**src/rtl/oled_pkg.sv**
```systemverilog
// Shared types and constants for the OLED frame sequencer.
// Holds the state encoding, command bytes and the panel init list.
package oled_pkg;

  typedef enum logic [2:0] {
    RES_HI,
    RES_LO,
    RES_WAIT,
    INIT,
    IDLE,
    PCMD,
    FETCH,
    DATA
  } state_t;

  localparam int INIT_LEN = 28;

  localparam logic [7:0] SET_PAGE = 8'hB0;
  localparam logic [7:0] COL_LO   = 8'h00;
  localparam logic [7:0] COL_HI   = 8'h10;

  localparam logic [7:0] INIT_LIST [INIT_LEN] = '{
    8'hAE, 8'h00, 8'h10, 8'h40,
    8'h81, 8'hCF, 8'hA1, 8'hC8,
    8'hA6, 8'hA8, 8'h3F, 8'hD3,
    8'h00, 8'hD5, 8'h80, 8'hD9,
    8'hF1, 8'hDA, 8'h12, 8'hDB,
    8'h40, 8'h20, 8'h02, 8'h8D,
    8'h14, 8'hA4, 8'hA6, 8'hAF
  };

endpackage

```
**src/rtl/oled_frame_sequencer_if.sv**
```systemverilog
// Byte handshake between the sequencer and spi_byte_tx.
// The sequencer is master; the transmitter is slave.
interface oled_frame_sequencer_if;

  logic       tx_valid;
  logic       tx_ready;
  logic [7:0] tx_data;
  logic       tx_dc;

  modport master (
    output tx_valid,
    output tx_data,
    output tx_dc,
    input  tx_ready
  );

  modport slave (
    input  tx_valid,
    input  tx_data,
    input  tx_dc,
    output tx_ready
  );

endinterface

```
**src/rtl/oled_init_rom.sv**
```systemverilog
// Combinational lookup of the panel init command list.
// Indices past the list return 0x00.
module oled_init_rom
  import oled_pkg::*;
(
  input  logic [4:0] idx,
  output logic [7:0] data
);

  always_comb begin
    data = 8'h00;
    if (idx < 5'(INIT_LEN))
      data = INIT_LIST[idx];
  end

endmodule

```
**src/rtl/oled_frame_sequencer.sv**
```systemverilog
// Reset pulse, init playback and full-frame refresh for an
// SSD1306-class panel over a byte-level SPI transmitter.
module oled_frame_sequencer
  import oled_pkg::*;
#(
  parameter int DELAY_CYC = 100_000,
  parameter int DLY_W     = 20,
  parameter int COLS      = 128,
  parameter int PAGES     = 8
) (
  input  logic       sys_clk,
  input  logic       sys_rst,
  input  logic       refresh_req,
  oled_frame_sequencer_if.master tx,
  output logic       oled_res,
  output logic [9:0] fb_addr,
  input  logic [7:0] fb_data,
  output logic       init_done,
  output logic       busy,
  output logic       frame_done
);

  localparam logic [DLY_W-1:0] DLY_LAST =
    DLY_W'(DELAY_CYC - 1);
  localparam logic [6:0] COL_LAST  = 7'(COLS - 1);
  localparam logic [2:0] PAGE_LAST = 3'(PAGES - 1);
  localparam logic [4:0] IDX_LAST  = 5'(INIT_LEN - 1);

  state_t           state, state_d;
  logic [DLY_W-1:0] dly, dly_d;
  logic [4:0]       idx, idx_d;
  logic [1:0]       sub, sub_d;
  logic [2:0]       page, page_d;
  logic [6:0]       col, col_d;
  logic             pending, pending_d;
  logic             init_q, init_d;
  logic             fd_q, fd_d;
  logic             held, held_d;
  logic [7:0]       data_q, data_d;

  logic [7:0] rom_byte;
  logic [7:0] tx_byte;
  logic       tx_dc_c;
  logic       xfer;

  oled_init_rom u_rom (
    .idx  (idx),
    .data (rom_byte)
  );

  assign tx.tx_valid = (state == INIT) ||
                       (state == PCMD) ||
                       (state == DATA);
  assign tx.tx_data  = tx_byte;
  assign tx.tx_dc    = tx_dc_c;
  assign xfer        = tx.tx_valid && tx.tx_ready;

  assign oled_res   = (state != RES_LO);
  assign busy       = (state != IDLE);
  assign fb_addr    = {page, col};
  assign init_done  = init_q;
  assign frame_done = fd_q;

  // Framebuffer byte is latched if the transmitter stalls,
  // so the offered byte cannot drift while tx_valid is high.
  always_comb begin
    tx_byte = 8'h00;
    tx_dc_c = 1'b0;
    unique case (state)
      INIT: tx_byte = rom_byte;
      PCMD: begin
        unique case (sub)
          2'd0:    tx_byte = SET_PAGE | {5'd0, page};
          2'd1:    tx_byte = COL_LO;
          default: tx_byte = COL_HI;
        endcase
      end
      DATA: begin
        tx_byte = held ? data_q : fb_data;
        tx_dc_c = 1'b1;
      end
      default: ;
    endcase
  end

  always_comb begin
    state_d   = state;
    dly_d     = dly;
    idx_d     = idx;
    sub_d     = sub;
    page_d    = page;
    col_d     = col;
    pending_d = pending | refresh_req;
    init_d    = init_q;
    fd_d      = 1'b0;
    held_d    = held;
    data_d    = data_q;
    unique case (state)
      RES_HI, RES_LO, RES_WAIT: begin
        if (dly == DLY_LAST) begin
          dly_d = '0;
          unique case (state)
            RES_HI:  state_d = RES_LO;
            RES_LO:  state_d = RES_WAIT;
            default: state_d = INIT;
          endcase
        end else begin
          dly_d = dly + 1'b1;
        end
      end
      INIT: begin
        if (xfer) begin
          if (idx == IDX_LAST) begin
            idx_d   = '0;
            init_d  = 1'b1;
            state_d = IDLE;
          end else begin
            idx_d = idx + 1'b1;
          end
        end
      end
      IDLE: begin
        pending_d = 1'b0;
        if (pending || refresh_req) begin
          page_d  = '0;
          state_d = PCMD;
        end
      end
      PCMD: begin
        if (xfer) begin
          if (sub == 2'd2) begin
            sub_d   = '0;
            col_d   = '0;
            state_d = FETCH;
          end else begin
            sub_d = sub + 1'b1;
          end
        end
      end
      FETCH: begin
        held_d  = 1'b0;
        state_d = DATA;
      end
      DATA: begin
        if (xfer) begin
          held_d = 1'b0;
          if (col != COL_LAST) begin
            col_d   = col + 1'b1;
            state_d = FETCH;
          end else if (page != PAGE_LAST) begin
            page_d  = page + 1'b1;
            state_d = PCMD;
          end else begin
            fd_d    = 1'b1;
            state_d = IDLE;
          end
        end else if (!held) begin
          held_d = 1'b1;
          data_d = fb_data;
        end
      end
      default: state_d = RES_HI;
    endcase
  end

  always_ff @(posedge sys_clk) begin
    if (sys_rst) begin
      state   <= RES_HI;
      dly     <= '0;
      idx     <= '0;
      sub     <= '0;
      page    <= '0;
      col     <= '0;
      pending <= 1'b0;
      init_q  <= 1'b0;
      fd_q    <= 1'b0;
      held    <= 1'b0;
      data_q  <= 8'h00;
    end else begin
      state   <= state_d;
      dly     <= dly_d;
      idx     <= idx_d;
      sub     <= sub_d;
      page    <= page_d;
      col     <= col_d;
      pending <= pending_d;
      init_q  <= init_d;
      fd_q    <= fd_d;
      held    <= held_d;
      data_q  <= data_d;
    end
  end

endmodule
```
**src/flat_wrapper.sv**
```systemverilog
// flat-port wrapper written by rule: the top's interface ports become plain ports
module oled_frame_sequencer_flat import oled_pkg::*;
#(
  parameter int DELAY_CYC = 100_000,
  parameter int DLY_W     = 20,
  parameter int COLS      = 128,
  parameter int PAGES     = 8
)
  (sys_clk, sys_rst, refresh_req, oled_res, fb_addr, fb_data, init_done, busy, frame_done, tx_tx_valid, tx_tx_data, tx_tx_dc, tx_tx_ready);
  oled_frame_sequencer_if tx_i ();
  input  logic sys_clk;
  input  logic sys_rst;
  input  logic refresh_req;
  output logic oled_res;
  output logic [9:0] fb_addr;
  input  logic [7:0] fb_data;
  output logic init_done;
  output logic busy;
  output logic frame_done;
  output wire logic [$bits(tx_i.tx_valid)-1:0] tx_tx_valid;
  output wire logic [$bits(tx_i.tx_data)-1:0] tx_tx_data;
  output wire logic [$bits(tx_i.tx_dc)-1:0] tx_tx_dc;
  input wire logic [$bits(tx_i.tx_ready)-1:0] tx_tx_ready;
  assign tx_tx_valid = tx_i.tx_valid;
  assign tx_tx_data = tx_i.tx_data;
  assign tx_tx_dc = tx_i.tx_dc;
  assign tx_i.tx_ready = tx_tx_ready;
  oled_frame_sequencer #(.DELAY_CYC(DELAY_CYC), .DLY_W(DLY_W), .COLS(COLS), .PAGES(PAGES)) u_core (.sys_clk(sys_clk), .sys_rst(sys_rst), .refresh_req(refresh_req), .tx(tx_i), .oled_res(oled_res), .fb_addr(fb_addr), .fb_data(fb_data), .init_done(init_done), .busy(busy), .frame_done(frame_done));
endmodule
```
**config.mk**
```make
export PLATFORM = sky130hd
export DESIGN_NAME = oled_frame_sequencer_flat
export DESIGN_NICKNAME = d
export VERILOG_FILES = /design/src/rtl/oled_pkg.sv /design/src/rtl/oled_frame_sequencer_if.sv /design/src/rtl/oled_init_rom.sv /design/src/rtl/oled_frame_sequencer.sv /design/src/flat_wrapper.sv
export SDC_FILE = /design/constraint.sdc
export NUM_CORES = 1
export LEC_CHECK = 0
export CAP_MARGIN = 20
export CORE_MARGIN = 5
export CORE_UTILIZATION = 53
export DETAILED_ROUTE_END_ITERATION = 8
export PLACE_DENSITY = 0.78
export SYNTH_ARGS = -nofsm -noshare
export SYNTH_HDL_FRONTEND = slang
export SYNTH_SLANG_ARGS = --single-unit
```
**constraint.sdc**
```tcl
create_clock -name sys_clk -period 5.03 [get_ports sys_clk]
set_input_delay 1.006 -clock sys_clk [delete_from_list [all_inputs] [get_ports sys_clk]]
set_output_delay 1.006 -clock sys_clk [all_outputs]
set_load 0.01 [all_outputs]
```
==> flow_metrics.tcl, run 1 <==
set metrics [dict create \
    status "finished, final reports clean" \
    syn_nets 406 \
    grt_pass1_vias 2627 \
    synth_top_area_share_pct 32.7 \
    hold_buffers 0 \
    viasPerCell 5.65 \
    cts_tree "done" \
    drc 0 \
    die_h_um 87.5 \
    clk_path_buf_depth 2 \
    ir_drop_uv 162 \
    avgSynthCellArea_um2 8.35 \
    start_kind "flop" \
    via_count 2712 \
    area_delta_synth_final_pct 14.2 \
    synth_top_cells_by_area "dfxtp_1, nor2_1, mux2i_1, ha_1, nand2_1" \
    finalWirelength_um 6840 \
    drive_above_1_share_pct 6.67 \
    synth-seq-cells 52 \
    yosysWarnings 0 \
    clk_latency_ns 0.31 \
    globalplace.congestion 0.892 \
    drt_iter0_markers 198 \
    grt_max_degree 31 \
    die_area_mm2 0.00765 \
    clk_pin_slew_worst_paths_ns 0.10 \
    postSynthCellCount 381 \
    wl_per_cell_um 14.2 \
    numCtsBuffers 5 \
    dr.pass1.iters 4 \
    slew_violations 0 \
    worstPathMaxFanout 12 \
    dp_hpwl_um 4950 \
    initial_core_util_pct 54.0 \
    worstSetupEndpointType "output port" \
    die_w_um 87.5 \
    cts_resized 0 \
    grt_util_all_layers_pct 19.1 \
    power_mw 0.737 \
    synth.largest_area_cell "dfxtp_1" \
    hp-class "reg -> reg" \
    fin_skew_ns 0.00961 \
    portBuffers 35 \
    seq_area_frac_synth_pct 32.7 \
    final_cell_mix "nor2_1, dfxtp_1, nand2_1" \
    cap_violations 0 \
    worst_slew_pin_slew_ns 0.838 \
    ios 36 \
    powerDensity_mw_per_mm2 203 \
    final_common_cell "nor2_1" \
    cts_setup_buffers 0 \
    cts_sinks 52 \
    period_minus_slack_ns 3.83 \
    antenna_left 0 \
    rsz0062_at_grt "false" \
    timing.setup.tns_ns 0 \
    hold_violations 0 \
    h-tree-depth 2 \
    design_area_mm2 0.00363 \
    leakage_nw 1.21 \
    finalCritPeriodShare_pct 76.2 \
    worstPathRequired_ns 4.02 \
    final-setup-viol-count 0 \
    antenna_found_initial 0 \
    relSlewSlack_pct 43.6 \
    fin_nets 429 \
    placed_cell_area_mm2 0.00352 \
    cts_root_buf "clkbuf_8" \
    gr-total-overflow 0 \
    fmax_ghz 0.261 \
    worstPathArrival_ns 2.83 \
    num_rows 28 \
    fp.coreArea_mm2 0.00589 \
    worstSetupPathType "reg -> out" \
    n_antenna_cell 0 \
    synthDistinctLibCells 56 \
    grt_pass1_wl_um 11800 \
    syn_area_mm2 0.00318 \
]
[report_power, final]
part / internal (mW) / switching, mW / leakage (nW)
Clock: 0.151 / 0.142 / 0.0558
Sequential: 0.414 / 0.00252 / 0.420
Combinational: 0.0137 / 0.0144 / 0.739
Total: 0.578 / 0.159 / 1.21
[path summary, 6_finish.rpt]
check	from	endpoint	slack [ns]	cells after the start
setup / recovery	u_core.idx[0]	tx_tx_data[4]	1.20	8
hold / removal	u_core.col[6]	u_core.col[6]	0.47	2
setup reg to reg	u_core.state[1]	u_core.page[1]	2.85	5
hold reg to reg	u_core.col[6]	u_core.col[6]	0.47	2
[per-stage QoR]
| step | instances | utilization [%] | setup slack [ns] | hold WS (ns) |
|---|---|---|---|---|
| after floorplan | 381 | - | 2.12 | 0.454 |
| after global placement | 472 | 59.8 | 1.47 | 0.454 |
| after detailed placement | 472 | 59.8 | 1.48 | 0.454 |
| after CTS | 480 | 61.7 | 1.19 | 0.470 |
| after global routing | 480 | 61.7 | 0.984 | 0.522 |
| final | 480 | 61.7 | 1.20 | 0.467 |
[sequential cells by signal, indices dropped and copies added, names as in the netlist]
register	flops
u_core.init_done	1
u_core.held	1
u_core.idx	5
u_core.col	7
u_core.page	3
u_core.sub	2
u_core.state	3
u_core.frame_done	1
u_core.pending	1
u_core.data_q	8
u_core.dly	20
[cells in the mapped netlist (all sizes together)]
| library cell | instances |
|---|---|
| a2111oi | 3 |
| nand3b | 1 |
| o21ai | 12 |
| o21a | 2 |
| a31o | 1 |
| dfxtp | 52 |
| nand2 | 39 |
| o221ai | 3 |
| nor4 | 6 |
| o21bai | 1 |
| a21oi | 25 |
| o2111ai | 1 |
| a22oi | 1 |
| a211oi | 6 |
| inv | 15 |
| and4 | 3 |
| mux2i | 20 |
| ha | 13 |
| nor3 | 5 |
| nor2b | 5 |
| buf | 13 |
| nor4b | 4 |
| a21bo | 1 |
| or3 | 3 |
| clkbuf | 7 |
| o31a | 1 |
| a21o | 3 |
| o31ai | 1 |
| and2b | 1 |
| a31oi | 1 |
| nand3 | 16 |
| xor2 | 12 |
| o211a | 1 |
| nand2b | 1 |
| xnor2 | 11 |
| a41o | 1 |
| a32oi | 2 |
| nor2 | 65 |
| nand4 | 5 |
| and3b | 1 |
| o22ai | 3 |
| mux2 | 3 |
| and3 | 4 |
| o211ai | 6 |
| or4 | 1 |
[metal layers]
metal | part of all wire (%) | global-route usage [%] | vias up
li1 | - | - | 1384
met1 | 46 | 24.8 | 1273
met2 | 49 | 32.3 | 48
met3 | 3.7 | 3.22 | 7
met4 | 1.0 | 5.72 | 0
met5 | 0 | 0 | -
[cells by family (layout without fill, tap and decap cells)]
logic type | Yosys count | count (layout) | synth area share [%]
buffers and inverters | 35 | 59 | 5.23
flip-flops | 52 | 52 | 32.7
AO/OA/AOI/OAI | 75 | 75 | 16.8
multiplexers | 23 | 23 | 7.36
AND/OR/NAND/NOR | 160 | 160 | 26.4
XOR/XNOR | 23 | 23 | 6.33
adder cells (fa/ha/maj) | 13 | 13 | 5.11
[cell type report]
| type | count | area (µm²) |
|---|---|---|
| clock buffers | 6 | 72.6 |
| fillers | 534 | 2250 |
| repair buffers | 36 | 358 |
| clock inverters | 2 | 38.8 |
| well taps | 75 | 93.8 |
| flip-flops and latches | 52 | 1040 |
| multi-input cells | 294 | 1970 |
| inverters | 15 | 56.3 |
[critical path, cell delays in order, from the launching register on]
cell,delay (ns)
dfxtp_1,0.56
inv_1,0.27
ha_1,0.26
nor2b_1,0.13
a211oi_1,0.24
nor3_1,0.09
o31a_1,0.31
o21a_1,0.18
clkdlybuf4s50_1,0.48
(Power assumes the default switching activity.)
==> run 2, diff against run 1 <==
--- a/config.mk
+++ b/config.mk
@@ -7,7 +7,7 @@
 export LEC_CHECK = 0
 export CAP_MARGIN = 20
 export CORE_MARGIN = 5
-export CORE_UTILIZATION = 53
+export CORE_UTILIZATION = 51
 export DETAILED_ROUTE_END_ITERATION = 8
 export PLACE_DENSITY = 0.78
 export SYNTH_ARGS = -nofsm -noshare
==> constraint.sdc (replaced) <==
create_clock -name sys_clk -period 3.1 [get_ports sys_clk]
set_input_delay 0.62 -clock sys_clk [delete_from_list [all_inputs] [get_ports sys_clk]]
set_output_delay 0.62 -clock sys_clk [all_outputs]
set_load 0.01 [all_outputs]
==> run 2 against run 1 <==
Clock-buffer cell count unchanged. Register-to-register slack got worse by 1.7 ns. Global-route usage increased by 0.34 points. Die area increased by 3.5%. Highest routed layer unchanged. Final area increased by 2.1%. Clock skew decreased by 0.0033 ns.
==> flow_metrics.tcl, run 2 (same netlist as run 1, synthesis figures left out) <==
set metrics [dict create \
    status "finished, final reports clean" \
    largest_reg_flops 20 \
    worstPathMaxFanout 3 \
    drc 0 \
    portBuffers 35 \
    rsz0062_at_grt "false" \
    finalWirelength_um 7000 \
    viasPerCell 5.64 \
    fin_nets 440 \
    period_minus_slack_ns 2.97 \
    hold_end "u_core.init_done" \
    grt_util_all_layers_pct 19.4 \
    power_mw 1.11 \
    antenna_left 0 \
    finalCritPeriodShare_pct 95.9 \
    holdPathStages 2 \
    max_stage_delay_ns 0.48 \
    hold_violations 0 \
    grt_max_degree 24 \
    ff2ff_setup_slack_ns 1.19 \
    powerDensity_mw_per_mm2 300 \
    hp-class "reg -> reg" \
    drive_above_1_share_pct 10.3 \
    worst_slew_pin_slew_ns 0.602 \
    numCtsBuffers 5 \
    die_h_um 89.0 \
    drt_iter0_markers 197 \
    worstSetupEndpointType "output port" \
    ios 36 \
    regMostFlops "u_core.dly" \
    wl_per_cell_um 14.3 \
    final_util_pct 61.9 \
    crit_path_cell_trace "inv_1 -> ha_1 -> nor2b_1 -> a211oi_1 -> nor3_1 -> o31a_1 -> o21a_1 -> clkdlybuf4s50_1" \
    worstPathRequired_ns 2.48 \
    rr_worst_depth 6 \
    n_antenna_cell 0 \
    area_delta_synth_final_pct 16.6 \
    setup_slack_ns 0.128 \
    grt_pass1_wl_um 12400 \
    leakage_nw 1.31 \
    h-tree-depth 2 \
    ir_drop_uv 198 \
    hold_path_startpoint "u_core.init_done" \
    final_cell_mix "nor2_1, dfxtp_1, nand2_1" \
    hold_buffers 0 \
    cap_violations 0 \
    busiest_layer "met2" \
    dp_hpwl_um 5190 \
    num_rows 28 \
    top_regs "u_core.dly x20, u_core.data_q x8, u_core.col x7" \
    die_area_mm2 0.00792 \
    gr-total-overflow 0 \
    dr.pass1.iters 5 \
    pre_cts_ws_ns 0.265 \
    fill_cells 495 \
    worstReg2RegStart "u_core.dly[0]" \
    cts_tree "done" \
    globalRouteMet2Util_pct 32.6 \
    clk_latency_ns 0.31 \
    die_w_um 89.0 \
    initial_core_util_pct 53.1 \
    globalplace.congestion 0.911 \
    fp.coreArea_mm2 0.00599 \
    fin_skew_ns 0.00628 \
    fin_cells 491 \
    cts_sinks 52 \
    fmax_ghz 0.336 \
    start_kind "flop" \
    final-setup-viol-count 0 \
    slew_violations 0 \
    grt.met3_usage_pct 3.32 \
    worst_r2r_endpoint "u_core.dly[14]" \
    grt.met1_usage_pct 26.1 \
    clk_path_buf_depth 2 \
    final_common_cell "nor2_1" \
    dp_cells 481 \
    grt_pass1_vias 2717 \
    relSlewSlack_pct 59.8 \
    via_count 2769 \
    clk_pin_slew_worst_paths_ns 0.09 \
    timing.setup.tns_ns 0 \
    antenna_found_initial 0 \
    worstPathArrival_ns 2.35 \
    cts_root_buf "clkbuf_8" \
    worstSetupPathType "reg -> out" \
    critPathSlowestCell "clkdlybuf4s50_1" \
]
## run 2: cell count changes in the layout (fill, tap and decap cells not counted), moves of 2 or more
cell,before,now
dfxtp_2,0,2
clkdlybuf4s50_1,35,32
dfxtp_1,52,50
dlymetal6s2s_1,0,3
buf_4,1,12
## run 2: final cells by class
cell class              instances  area (µm²)  area share [%]
multi-input cells             294        1980            53.3
flip-flops and latches         52        1040            28.1
repair buffers                 47         448            12.1
well taps                      75        93.8            2.53
clock buffers                   6        72.6            1.96
inverters                      15        56.3            1.52
clock inverters                 2        16.3           0.439
## run 2: repair_timing
| action | in CTS | in global routing |
|---|---|---|
| gates resized for setup | 1 | 7 |
| endpoints found under the setup margin | 4 | 6 |
| endpoints found under the hold margin | 0 | 0 |
| pin swaps | 0 | 1 |
| buffers inserted | 2 | 0 |
## run 2: worst max path at each step
stage | from | end | depth (start not counted)
CTS | u_core.idx[0] | tx_tx_data[2] | 9
finish | u_core.idx[0] | tx_tx_data[4] | 8
global route | u_core.state[0] | tx_tx_data[0] | 4
floorplan | u_core.idx[0] | tx_tx_data[4] | 8
global placement | u_core.idx[1] | tx_tx_data[2] | 8
detailed placement | u_core.idx[1] | tx_tx_data[2] | 8
## run 2: metal layers
layer,up-vias,part of all wire (%)
li1,1407,-
met5,-,0
met3,7,2.7
met2,46,49
met4,0,1.1
met1,1309,48
## run 2: metrics by stage
stage	hold WS [ns]	area, µm²
finish	0.479	3710
global route	0.518	3710
CTS	0.489	3690
detailed placement	0.464	3590
global placement	0.450	3590
floorplan	0.454	3180
## run 2: worst max-delay path: cells and delay by family (launching register included)
family,cells,cell delay (ns)
adders and majority gates,1,0.20
DFF,1,0.34
AOI/OAI and AO/OA,3,0.74
and+or+nand+nor,2,0.23
buffers and inverters,2,0.55
## run 2: power breakdown
| part | switching, mW | internal (mW) | leakage (nW) |
|---|---|---|---|
| clock | 0.229 | 0.161 | 0.0414 |
| combinational | 0.0236 | 0.0228 | 0.852 |
| sequential | 0.00389 | 0.672 | 0.421 |
